`src/rtl/decode_sb.sv`:
```
// Decode stage with a small decoded-instruction FIFO, a register write
// scoreboard and valid/ready issue. Option: DECODE_ILLEGAL_TRAP_EN.
module decode_sb #(
    parameter int OPC_W      = 7,
    parameter int PRIM_W     = 5,
    parameter int SEC_W      = 16,
    parameter int FIFO_DEPTH = 2
) (
    input  logic              clock_i,
    input  logic              reset_i,
    input  logic              flush_i,
    input  logic              in_valid_i,
    output logic              in_ready_o,
    input  logic              isBranch_i,
    input  logic              instructionFormat_i,
    input  logic [OPC_W-1:0]  opcode_i,
    input  logic [PRIM_W-1:0] primOperand_i,
    input  logic [SEC_W-1:0]  secOperand_i,
    output logic              out_valid_o,
    input  logic              out_ready_i,
    output logic [OPC_W-1:0]  opcode_o,
    output logic [1:0]        functionType_o,
    output logic [PRIM_W-1:0] primOperand_o,
    output logic [SEC_W-1:0]  secOperand_o,
    output logic              pRead_o,
    output logic              pWrite_o,
    output logic              sRead_o,
    output logic              hazardStall_o,
    input  logic              wbValid_i,
    input  logic [PRIM_W-1:0] wbReg_i
`ifdef DECODE_ILLEGAL_TRAP_EN
    ,
    output logic              illegalOp_o
`endif
);
    localparam int AW   = $clog2(FIFO_DEPTH);
    localparam int CW   = AW + 1;
    localparam int NREG = 1 << PRIM_W;

    logic [OPC_W-1:0]  r_op   [FIFO_DEPTH];
    logic [1:0]        r_ty   [FIFO_DEPTH];
    logic [PRIM_W-1:0] r_prim [FIFO_DEPTH];
    logic [SEC_W-1:0]  r_sec  [FIFO_DEPTH];
    logic [2:0]        r_flg  [FIFO_DEPTH];
    logic [AW-1:0]     r_wptr;
    logic [AW-1:0]     r_rptr;
    logic [CW-1:0]     r_count;
    logic [NREG-1:0]   r_busy;

    logic [31:0]       w_opx;
    logic [1:0]        w_dec_ty;
    logic              w_dec_pr;
    logic              w_dec_pw;
    logic              w_dec_sr;
    logic              w_rr;
    logic              w_empty;
    logic              w_push;
    logic              w_pop;
    logic              w_haz;
    logic [NREG-1:0]   w_busy_nxt;

    assign w_opx = 32'(opcode_i);
    assign w_rr  = ~instructionFormat_i;

    // Decode table applied to the incoming instruction
    always_comb begin
        w_dec_ty = 2'd0;
        w_dec_pr = 1'b0;
        w_dec_pw = 1'b0;
        w_dec_sr = 1'b0;
        if (isBranch_i) begin
            if (w_opx >= 1 && w_opx <= 8) begin
                w_dec_ty = 2'd2;
                w_dec_pr = 1'b1;
                w_dec_sr = w_rr && (w_opx <= 4);
            end
        end else begin
            unique case (1'b1)
                (w_opx >= 1 && w_opx <= 3): begin
                    w_dec_pr = 1'b1;
                    w_dec_pw = 1'b1;
                    w_dec_sr = w_rr;
                end
                (w_opx == 10 || w_opx == 11): begin
                    w_dec_ty = 2'd1;
                    w_dec_pw = 1'b1;
                    w_dec_sr = w_rr;
                end
                (w_opx == 12): begin
                    w_dec_ty = 2'd1;
                    w_dec_pr = 1'b1;
                    w_dec_sr = w_rr;
                end
                (w_opx >= 20 && w_opx <= (w_rr ? 24 : 25)): begin
                    w_dec_ty = 2'd3;
                    w_dec_sr = w_rr && (w_opx == 24);
                end
                default: begin
                end
            endcase
        end
    end

    assign w_empty    = (r_count == '0);
    assign in_ready_o = (r_count < CW'(FIFO_DEPTH));
    assign w_push     = in_valid_i && in_ready_o && !flush_i;
    assign w_pop      = out_valid_o && out_ready_i;

    assign opcode_o       = w_empty ? '0 : r_op[r_rptr];
    assign functionType_o = w_empty ? '0 : r_ty[r_rptr];
    assign primOperand_o  = w_empty ? '0 : r_prim[r_rptr];
    assign secOperand_o   = w_empty ? '0 : r_sec[r_rptr];
    assign pRead_o        = !w_empty && r_flg[r_rptr][2];
    assign pWrite_o       = !w_empty && r_flg[r_rptr][1];
    assign sRead_o        = !w_empty && r_flg[r_rptr][0];

    assign w_haz = ((pRead_o || pWrite_o) && r_busy[primOperand_o])
                || (sRead_o && r_busy[secOperand_o[PRIM_W-1:0]])
                || (!w_empty && functionType_o == 2'd3 && |r_busy);

    assign out_valid_o   = !w_empty && !w_haz;
    assign hazardStall_o = !w_empty && w_haz;

`ifdef DECODE_ILLEGAL_TRAP_EN
    logic              r_ill [FIFO_DEPTH];
    logic              w_dec_ill;

    assign w_dec_ill = isBranch_i ? (w_opx > 8) :
        !((w_opx <= 3) || (w_opx >= 10 && w_opx <= 12) ||
          (w_opx >= 20 && w_opx <= (w_rr ? 24 : 25)));
    assign illegalOp_o = !w_empty && r_ill[r_rptr];

    // Illegal marker stored alongside each entry
    always_ff @(posedge clock_i) begin
        if (w_push) r_ill[r_wptr] <= w_dec_ill;
    end
`endif

    // Entry storage; occupancy gates the head, so no reset needed
    always_ff @(posedge clock_i) begin
        if (w_push) begin
            r_op[r_wptr]   <= opcode_i;
            r_ty[r_wptr]   <= w_dec_ty;
            r_prim[r_wptr] <= primOperand_i;
            r_sec[r_wptr]  <= secOperand_i;
            r_flg[r_wptr]  <= {w_dec_pr, w_dec_pw, w_dec_sr};
        end
    end

    // FIFO pointers and occupancy
    always_ff @(posedge clock_i) begin
        if (reset_i || flush_i) begin
            r_wptr  <= '0;
            r_rptr  <= '0;
            r_count <= '0;
        end else begin
            if (w_push) r_wptr <= r_wptr + AW'(1);
            if (w_pop)  r_rptr <= r_rptr + AW'(1);
            if (w_push && !w_pop)      r_count <= r_count + CW'(1);
            else if (!w_push && w_pop) r_count <= r_count - CW'(1);
        end
    end

    // Scoreboard next state: writeback clears, issued writer sets (set wins)
    always_comb begin
        w_busy_nxt = r_busy;
        if (wbValid_i) w_busy_nxt[wbReg_i] = 1'b0;
        if (w_pop && pWrite_o) w_busy_nxt[primOperand_o] = 1'b1;
    end

    // Scoreboard register; flush leaves in-flight writers tracked
    always_ff @(posedge clock_i) begin
        if (reset_i) r_busy <= '0;
        else         r_busy <= w_busy_nxt;
    end
endmodule

```
`config.mk`:
```
export PLATFORM = sky130hd
export DESIGN_NAME = decode_sb
export DESIGN_NICKNAME = d
export VERILOG_FILES = /design/src/rtl/decode_sb.sv
export SDC_FILE = /design/constraint.sdc
export NUM_CORES = 1
export LEC_CHECK = 0
export BUFFER_PORTS_ARGS = -buffer_cell sky130_fd_sc_hd__buf_2
export CAP_MARGIN = 10
export CORE_AREA = 3 3 115 84
export CTS_CLUSTER_DIAMETER = 60
export CTS_CLUSTER_SIZE = 16
export DETAILED_ROUTE_END_ITERATION = 8
export DIE_AREA = 0 0 118 87
export PLACE_DENSITY = 0.83
export SKIP_LAST_GASP = 1
export SYNTH_ARGS = -nofsm -noshare
export SYNTH_HDL_FRONTEND = slang
export SYNTH_SLANG_ARGS = --single-unit
```
`constraint.sdc`:
```
create_clock -name clock_i -period 5.75 [get_ports clock_i]
set_clock_uncertainty 0.05 [all_clocks]
set_input_delay 0.2875 -clock clock_i [delete_from_list [all_inputs] [get_ports clock_i]]
set_output_delay 0.2875 -clock clock_i [all_outputs]
set_load 0.1 [all_outputs]
```
* Yosys cells after proc, flatten, opt, wreduce, memory -nomap -nowiden
Memory sizes are Yosys's and may differ from the RTL's. A register that Yosys moved wholly into a read port is not among the register bits.
Index checks and enable logic that the tools add are counted.
** Operators by class
- Add/subtract/negate cells :: 4
- Magnitude comparators :: 12
- Eq/ne operators :: 5
- Multiplexer cells :: 40
- Bitwise logic cells :: 4
- Reduce and logical (&&, ||, !) cells :: 39
** Operators with widths (count)
- $mux W32 :: 2
- $and A32 B32 Y32 :: 1
- $not A32 Y32 :: 1
- $or A32 B32 Y32 :: 1
- $reduce_or A32 Y1 :: 1
- $mux W1 :: 24
- $logic_and A1 B1 Y1 :: 22
- $eq A7 B4 Y1 const B :: 3
- $lt A5 B6 Y1 const B :: 3
- $mux W16 :: 1
- $bmux W1 S5 :: 2
- $demux W1 S5 :: 2
- $ge A5 B1 Y1 const B :: 2
- $mux W2 :: 5
- $eq A7 B5 Y1 const B :: 1
- $ge A7 B1 Y1 const B :: 1
- $ge A7 B5 Y1 const B :: 1
- $le A7 B2 Y1 const B :: 1
- $le A7 B3 Y1 const B :: 1
- $le A7 B4 Y1 const B :: 1
- $le A7 B5 Y1 :: 1
- $mux W7 :: 1
- $reduce_or A2 Y1 :: 3
- $logic_not A1 Y1 :: 5
- other kinds (13) :: 18
** Storage, ports and cells
- Register bits after elaboration :: 36
- Bits in writable memories :: 66
- Input bits :: 41
- Output and inout bits :: 36
- Word-level logic and storage cells :: 113
- Memories :: 5
** Memories
- r_sec :: depth 2, bits a word 16, rd ports 1, clocked after Yosys merged registers in 1, write ports 1, RTL line 43 : logic [SEC_W-1:0] r_sec [FIFO_DEPTH];
- r_op :: depth 2, bits a word 7, rd ports 1, clocked after Yosys merged registers in 1, write ports 1, RTL line 40 : logic [OPC_W-1:0] r_op [FIFO_DEPTH];
- r_prim :: depth 2, bits a word 5, rd ports 1, clocked after Yosys merged registers in 1, write ports 1, RTL line 42 : logic [PRIM_W-1:0] r_prim [FIFO_DEPTH];
- r_flg :: depth 2, bits a word 3, rd ports 1, clocked after Yosys merged registers in 1, write ports 1, RTL line 44 : logic [2:0] r_flg [FIFO_DEPTH];
- r_ty :: depth 2, bits a word 2, rd ports 1, clocked after Yosys merged registers in 1, write ports 1, RTL line 41 : logic [1:0] r_ty [FIFO_DEPTH];

* Longest topological paths before layout
Gate-level depths: netlist of the first run.
- Depth after elaboration :: 13
- Depth in mapped cells :: 16
- Depth with buffers taken out :: 13

* Worst setup path after synthesis of the first run
No wires, ideal clock.
- Kind :: reg2out
- Start :: reg (tool-made name)
- End :: out out_valid_o
- Data arrival time :: 5.038 ns
- Required time :: 5.413 ns
- Slack :: 0.374 ns
- Cell stages (with the launch flop) :: 10
- Path buffers :: 1
- Path through :: dfxtp_1 > buf_4 > mux2i_1 > nor2_1 > mux2_2 > a41oi_1 > a311oi_1 > a211oi_4 > inv_1 > nor2_1
** RTL lines
- end: declaration :: RTL line 19 : output logic out_valid_o,

==> flow_metrics.py, run 1 <==
metrics = {
    "route": {
        "ant_nets": 0,
        "dr.pass1.iters": 7,
        "drc": 0,
        "wl_per_cell_microns": 20.1,
        "vias_per_cell": 6.43,
        "vias": 4527,
        "drt_iter0_drc": 649,
        "postRouteWirelength_microns": 14200,
    },
    "synthesis": {
        "syn_nets": 556,
        "async_reset_ff_share_pct": 0,
        "yosysUniqueCellTypes": 56,
        "yosysSeqAreaShare_pct": 51.8,
        "synth_top_area_cell": "edfxtp_1",
        "syn_inst": 513,
        "yosysWarnings": 0,
        "ys_ff_latch": 103,
        "synth_area_leaders": "edfxtp_1 (38%), dfxtp_1 (14%), mux2i_1 (6.7%), o21ai_0 (6.4%), nand2_1 (3.1%)",
        "synth_area_sq_mm": 0.00526,
        "synth_enable_flop_cells": 66,
        "syn_avg_cell_area_sq_um": 10.3,
        "synth_top_area_share_pct": 37.7,
        "ys.flop_type": "edfxtp_1",
    },
    "power": {
        "ir_worst_vdd_v": 0.000194,
        "power.leakage_uw": 0.00212,
        "p_per_area_mw_per_mm2": 281,
        "power_uw": 1690,
    },
    "status": {
        "outcome": "completed",
    },
    "sta": {
        "min_period_over_period_pct": 72.8,
        "hold_slack_ns": 0.0907,
        "final.min_clock_period_ns": 4.18,
        "max_slew.worst_pin.slew_ns": 0.996,
        "setup_viol": 0,
        "hold_viol_final": 0,
        "rsz0062_at_grt": "no",
        "slew_violations": 0,
        "fmax_ghz": 0.239,
        "slew-limit-headroom_pct": 33.5,
        "setup_tns_ns": 0,
    },
    "setup_path": {
        "cp.required_ns": 5.41,
        "critPathCaptureType": "output port",
        "path_cells": "mux2i_1 -> or2_1 -> mux4_2 -> nand2_1 -> a31oi_1 -> a211oi_4 -> inv_1 -> nor2_1 -> buf_2",
        "critical_path_class": "reg2out",
        "reg2reg_depth": 12,
        "r2r_slack_ns": 1.87,
        "arrival_ns": 3.85,
        "max_stage_delay_ns": 0.80,
        "cpMaxStageDelayCell": "dfxtp_2",
        "rr_endpoint": "r_count[1]",
        "cp_max_fo": 24,
        "start_kind": "flip-flop",
    },
    "grt": {
        "grt_pass1_vias": 4165,
        "grt_max_degree": 39,
        "grtUsageTotal_pct": 28.5,
        "grt_pass1_wl_microns": 22900,
        "grt_antenna_before_repair": 0,
        "grt_overflow_total": 0,
    },
    "cells_and_area": {
        "nFillCells": 686,
        "multiInputGateArea_sq_mm": 0.00239,
        "final_core_util_pct": 70.6,
        "fin_nets": 624,
        "final_cell_area_sq_mm": 0.00601,
        "num_antenna_cells": 0,
        "register_area_sq_mm": 0.00272,
        "drive_above_1_share_pct": 20.7,
        "area_growth_pct": 14.3,
    },
    "min_path": {
        "hold_start": "secOperand_i[3]",
        "holdCritPathClass": "in2reg",
        "whs_path_depth": 1,
        "hold_end": "r_sec[0][3]",
    },
    "die": {
        "initial_utilization_pct": 61.8,
        "die_area_sq_mm": 0.0103,
        "ios": 77,
        "die_x_microns": 118,
        "core_area_sq_mm": 0.00851,
        "rows": 28,
        "die_y_microns": 87,
    },
    "run": {
        "maxCapViolCount": 0,
    },
    "clocking": {
        "clock-sinks": 103,
        "tritoncts": "yes",
        "root_buffer": "clkbuf_16",
        "cts_buffer_depth": 2,
        "clkTransAtPathRegs_ns": 0.07,
        "h-tree-depth": 3,
        "cts_setup_buffers": 0,
        "cts_made_buffers": 9,
        "post_cts_resized": 0,
        "clk_latency_ns": 0.34,
        "cts_hold_buffers": 0,
    },
    "placement": {
        "place_congestion": 0.967,
        "post_dp_cell_area_sq_mm": 0.00573,
        "io_buffers": 76,
        "dpl.hpwl_microns": 10300,
    },
}
==> layout make-up <==
class	count	share of cell area (%)
Clock buffer	11	3.87
Clock inverter	3	0.770
Inverter	12	0.750
Multi-Input combinational cell	374	39.8
Sequential cell	103	45.3
Tap cell	120	2.50
Timing Repair Buffer	81	6.95
==> flip-flops by register name (all words and copies together) (netlist names), named ones only <==
name,cells
r_ty,4
r_busy,32
r_wptr,1
r_prim,10
r_count,2
r_rptr,1
r_op,14
r_sec,32
r_flg,6
==> critical path: cells and delay by family, from the launching register on <==
family                 cells  cell delay, ns
flip-flops                 1            0.80
AO/OA/AOI/OAI              2            0.67
AND/OR/NAND/NOR            3            0.62
buffers and inverters      2            0.56
multiplexers               2            0.86
==> metrics by stage <==
| stage | cells | setup slack, ns |
|---|---|---|
| finish | 704 | 1.57 |
| floorplan | 513 | 0.374 |
| detailed placement | 690 | 1.92 |
| global route | 704 | 1.27 |
| CTS | 704 | 1.58 |
| global placement | 690 | 2.03 |
==> worst max path at each step <==
| stage | cells after the start | start | slack, ns | endpoint |
|---|---|---|---|---|
| finish | 9 | flip-flop | 1.57 | out_valid_o |
| detailed placement | 12 | flip-flop | 1.92 | r_count[1] |
| CTS | 9 | flip-flop | 1.58 | out_valid_o |
| global placement | 12 | flip-flop | 2.03 | r_count[1] |
| global route | 8 | flip-flop | 1.27 | hazardStall_o |
| floorplan | 9 | flip-flop | 0.37 | out_valid_o |
==> synthesized netlist by cell type, types with 5 or more instances <==
library cell	instances
a31oi_1	5
buf_2	7
nand4_1	6
nand3b_1	21
mux2_2	7
nor4_1	14
a21oi_1	10
a211oi_1	9
inv_1	9
nand3_1	26
nor3_1	9
clkbuf_1	10
mux2i_1	35
nor3b_1	6
dfxtp_1	37
edfxtp_1	66
nor2b_1	17
o21ai_0	67
nor2_1	35
nand2_1	43
a2111oi_0	8
==> power by group <==
part           switching, uW  internal [uW]  total (uW)
Clock                    250            334         583
Sequential              9.40            803         813
Combinational            231           60.1         291
==> layer usage <==
layer / part of all wire (%) / track usage, % / vias up
met5: 0 / 0 / -
met4: 1.9 / 7.34 / 0
met3: 9.9 / 7.73 / 42
met2: 45 / 43.8 / 237
met1: 43 / 40.5 / 2183
li1: - / - / 2065
==> cells by family (layout without fill, tap and decap cells) <==
| group | count (synthesis) | in the layout | synth area share, % |
|---|---|---|---|
| and+or+nand+nor | 202 | 202 | 20.9 |
| AOI/OAI and AO/OA | 120 | 120 | 13.8 |
| DFF | 103 | 103 | 51.8 |
| muxes | 45 | 45 | 9.30 |
| buffers and inverters | 36 | 107 | 2.95 |
| xor gates and xnor gates | 5 | 5 | 0.833 |
| adders and majority gates | 2 | 2 | 0.476 |
==> placed cells by master, fill, tap and decap left out, drive strengths merged, types with 2 or more instances in the layout <==
master   instances
buf             81
o21ai           71
edfxtp          66
nand2           44
dfxtp           37
mux2i           36
nor2            36
nand3           27
nand3b          21
nor2b           17
nor4            14
inv             12
clkbuf          11
a21oi           10
a211oi          10
nand4           10
nor3             9
a2111oi          8
mux2             8
nor3b            6
or2              6
a31oi            5
a21o             3
o31ai            3
or3              3
xnor2            3
and3             2
a32oi            2
o211ai           2
or4              2
xor2             2
ha               2
or3b             2
Power figures use the tool's default switching activity.
==> inputs of run 2 (changes only) <==
CORE_AREA = 3 3 119 87   (was 3 3 115 84)
DIE_AREA = 0 0 122 90   (was 0 0 118 87)
PLACE_DENSITY = 0.78   (was 0.83)
clock period = 3.9 ns   (was 5.75 ns; I/O delays follow)
==> flow_metrics.py, run 2 (synthesis results as in run 1) <==
metrics = {
    "cells_and_area": {
        "layout_commonest_cell": "buf_2",
        "mostFrequentLayoutCells": "buf_2 (74), o21ai_0 (67), edfxtp_1 (66)",
        "drive_above_1_share_pct": 22.1,
        "num_antenna_cells": 0,
        "fin_nets": 649,
        "area_growth_pct": 21.1,
        "reg_top3": "r_busy (32), r_sec (32), r_op (14)",
    },
    "grt": {
        "grt_antenna_before_repair": 0,
        "gr-usage-met3_pct": 6.52,
        "grt_max_degree": 39,
        "grt_pass1_wl_microns": 22200,
        "grtUsageMet2_pct": 38.4,
        "grt_overflow_total": 0,
        "grtUsageTotal_pct": 25.7,
        "grt_pass1_vias": 4249,
        "top_usage_layer": "met2",
        "grtUsageMet1_pct": 37.4,
    },
    "sta": {
        "fmax_ghz": 0.274,
        "min_period_over_period_pct": 93.5,
        "rsz0062_at_grt": "no",
        "final.min_clock_period_ns": 3.65,
        "slew-limit-headroom_pct": 35.4,
        "max_slew.worst_pin.slew_ns": 0.967,
        "slew_violations": 0,
        "hold_viol_final": 0,
        "hold_slack_ns": 0.0412,
        "setup_tns_ns": 0,
        "setup_viol": 0,
    },
    "die": {
        "die_y_microns": 90,
        "initial_utilization_pct": 57.7,
        "die_x_microns": 122,
        "ios": 77,
        "rows": 29,
        "core_area_sq_mm": 0.00911,
        "die_area_sq_mm": 0.0110,
    },
    "route": {
        "drt_iter0_drc": 476,
        "postRouteWirelength_microns": 14000,
        "dr.pass1.iters": 6,
        "vias_per_cell": 6.21,
        "ant_nets": 0,
        "wl_per_cell_microns": 19.0,
        "vias": 4567,
        "drc": 0,
    },
    "setup_path": {
        "cp_max_fo": 19,
        "arrival_ns": 3.40,
        "critPathCaptureType": "output port",
        "cp.required_ns": 3.65,
        "critical_path_class": "reg2out",
        "start_kind": "flip-flop",
    },
    "clocking": {
        "cts_buffer_depth": 2,
        "h-tree-depth": 3,
        "clk_latency_ns": 0.35,
        "clock-sinks": 103,
        "tritoncts": "yes",
        "root_buffer": "clkbuf_16",
        "cts_setup_buffers": 0,
        "cts_made_buffers": 9,
        "clkTransAtPathRegs_ns": 0.06,
    },
    "placement": {
        "dpl.hpwl_microns": 9980,
        "io_buffers": 76,
        "place_congestion": 0.994,
    },
    "power": {
        "ir_worst_vdd_v": 0.000254,
        "power_uw": 2650,
        "power.leakage_uw": 0.00226,
        "p_per_area_mw_per_mm2": 416,
    },
    "min_path": {
        "holdCritPathClass": "in2reg",
    },
    "run": {
        "maxCapViolCount": 0,
    },
    "status": {
        "outcome": "completed",
    },
}
==> run 2: changes by cell type in the layout (fill, tap and decap cells not counted), sizes merged <==
cell / change
dlygate4sd3: +21
bufinv: +1
buf: +4
clkbuf: -2
inv: +3
==> run 2: layout make-up <==
class                      instances  area, sq um
tap                              124          155
clock buffer                       9          225
sequential                       103         2730
multi-input combinational        374         2410
timing repair buffer             106          688
fill                             686         2740
clock inverter                     7          109
inverter                          12         48.8
==> run 2: path summary, 6_finish.rpt <==
| kind | slack (ns) | to | from | depth (start not counted) |
|---|---|---|---|---|
| max | 0.25 | out_valid_o | flip-flop | 11 |
| min | 0.04 | r_op[1][4] | opcode_i[4] | 1 |
| max reg2reg | 0.43 | r_count[1] | flip-flop | 13 |
| min reg2reg | 0.46 | r_rptr | r_rptr | 2 |
==> run 2: critical path, stage by stage (launching register included) <==
cell and delay, ns:
dfxtp_4 0.52, mux2_2 0.44, nand2_1 0.22, clkinvlp_4 0.23, a2111oi_0 0.41, a41oi_1 0.09
a311oi_1 0.46, a211oi_4 0.09, buf_4 0.19, inv_1 0.17, nor2_4 0.05, buf_12 0.17
==> run 2: repair_timing <==
item | CTS | global route
hold endpoints to repair | 42 | 0
endpoints found under the setup margin | 0 | 3
resized for setup | 0 | 3
hold buffers | 21 | 0
==> run 2: stage by stage <==
step	setup slack, ns	std cells	util, %	cell area, sq um
6_report	0.254	735	69.9	6370
5_1_grt	0.0215	735	69.9	6370
4_1_cts	0.135	735	69.9	6360
3_5_place_dp	0.416	698	63.9	5820
3_3_place_gp	0.567	698	63.9	5820
2_1_floorplan	0.0382	513	-	5280
==> run 2: routing by layer <==
layer  routed length (microns)  part of all wire [%]  vias up
li1                          -                     -     2123
met1                      6150                    44     2150
met2                      6240                    45      270
met3                      1400                    10       24
met4                       190                   1.4        0
met5                         0                     0        -
==> run 2: where the power goes <==
group	internal, uW	switching [uW]	total [uW]	leakage (uW)
registers	1180	13.1	1200	0.000916
clock network	577	413	990	0.000164
logic	112	348	460	0.00118
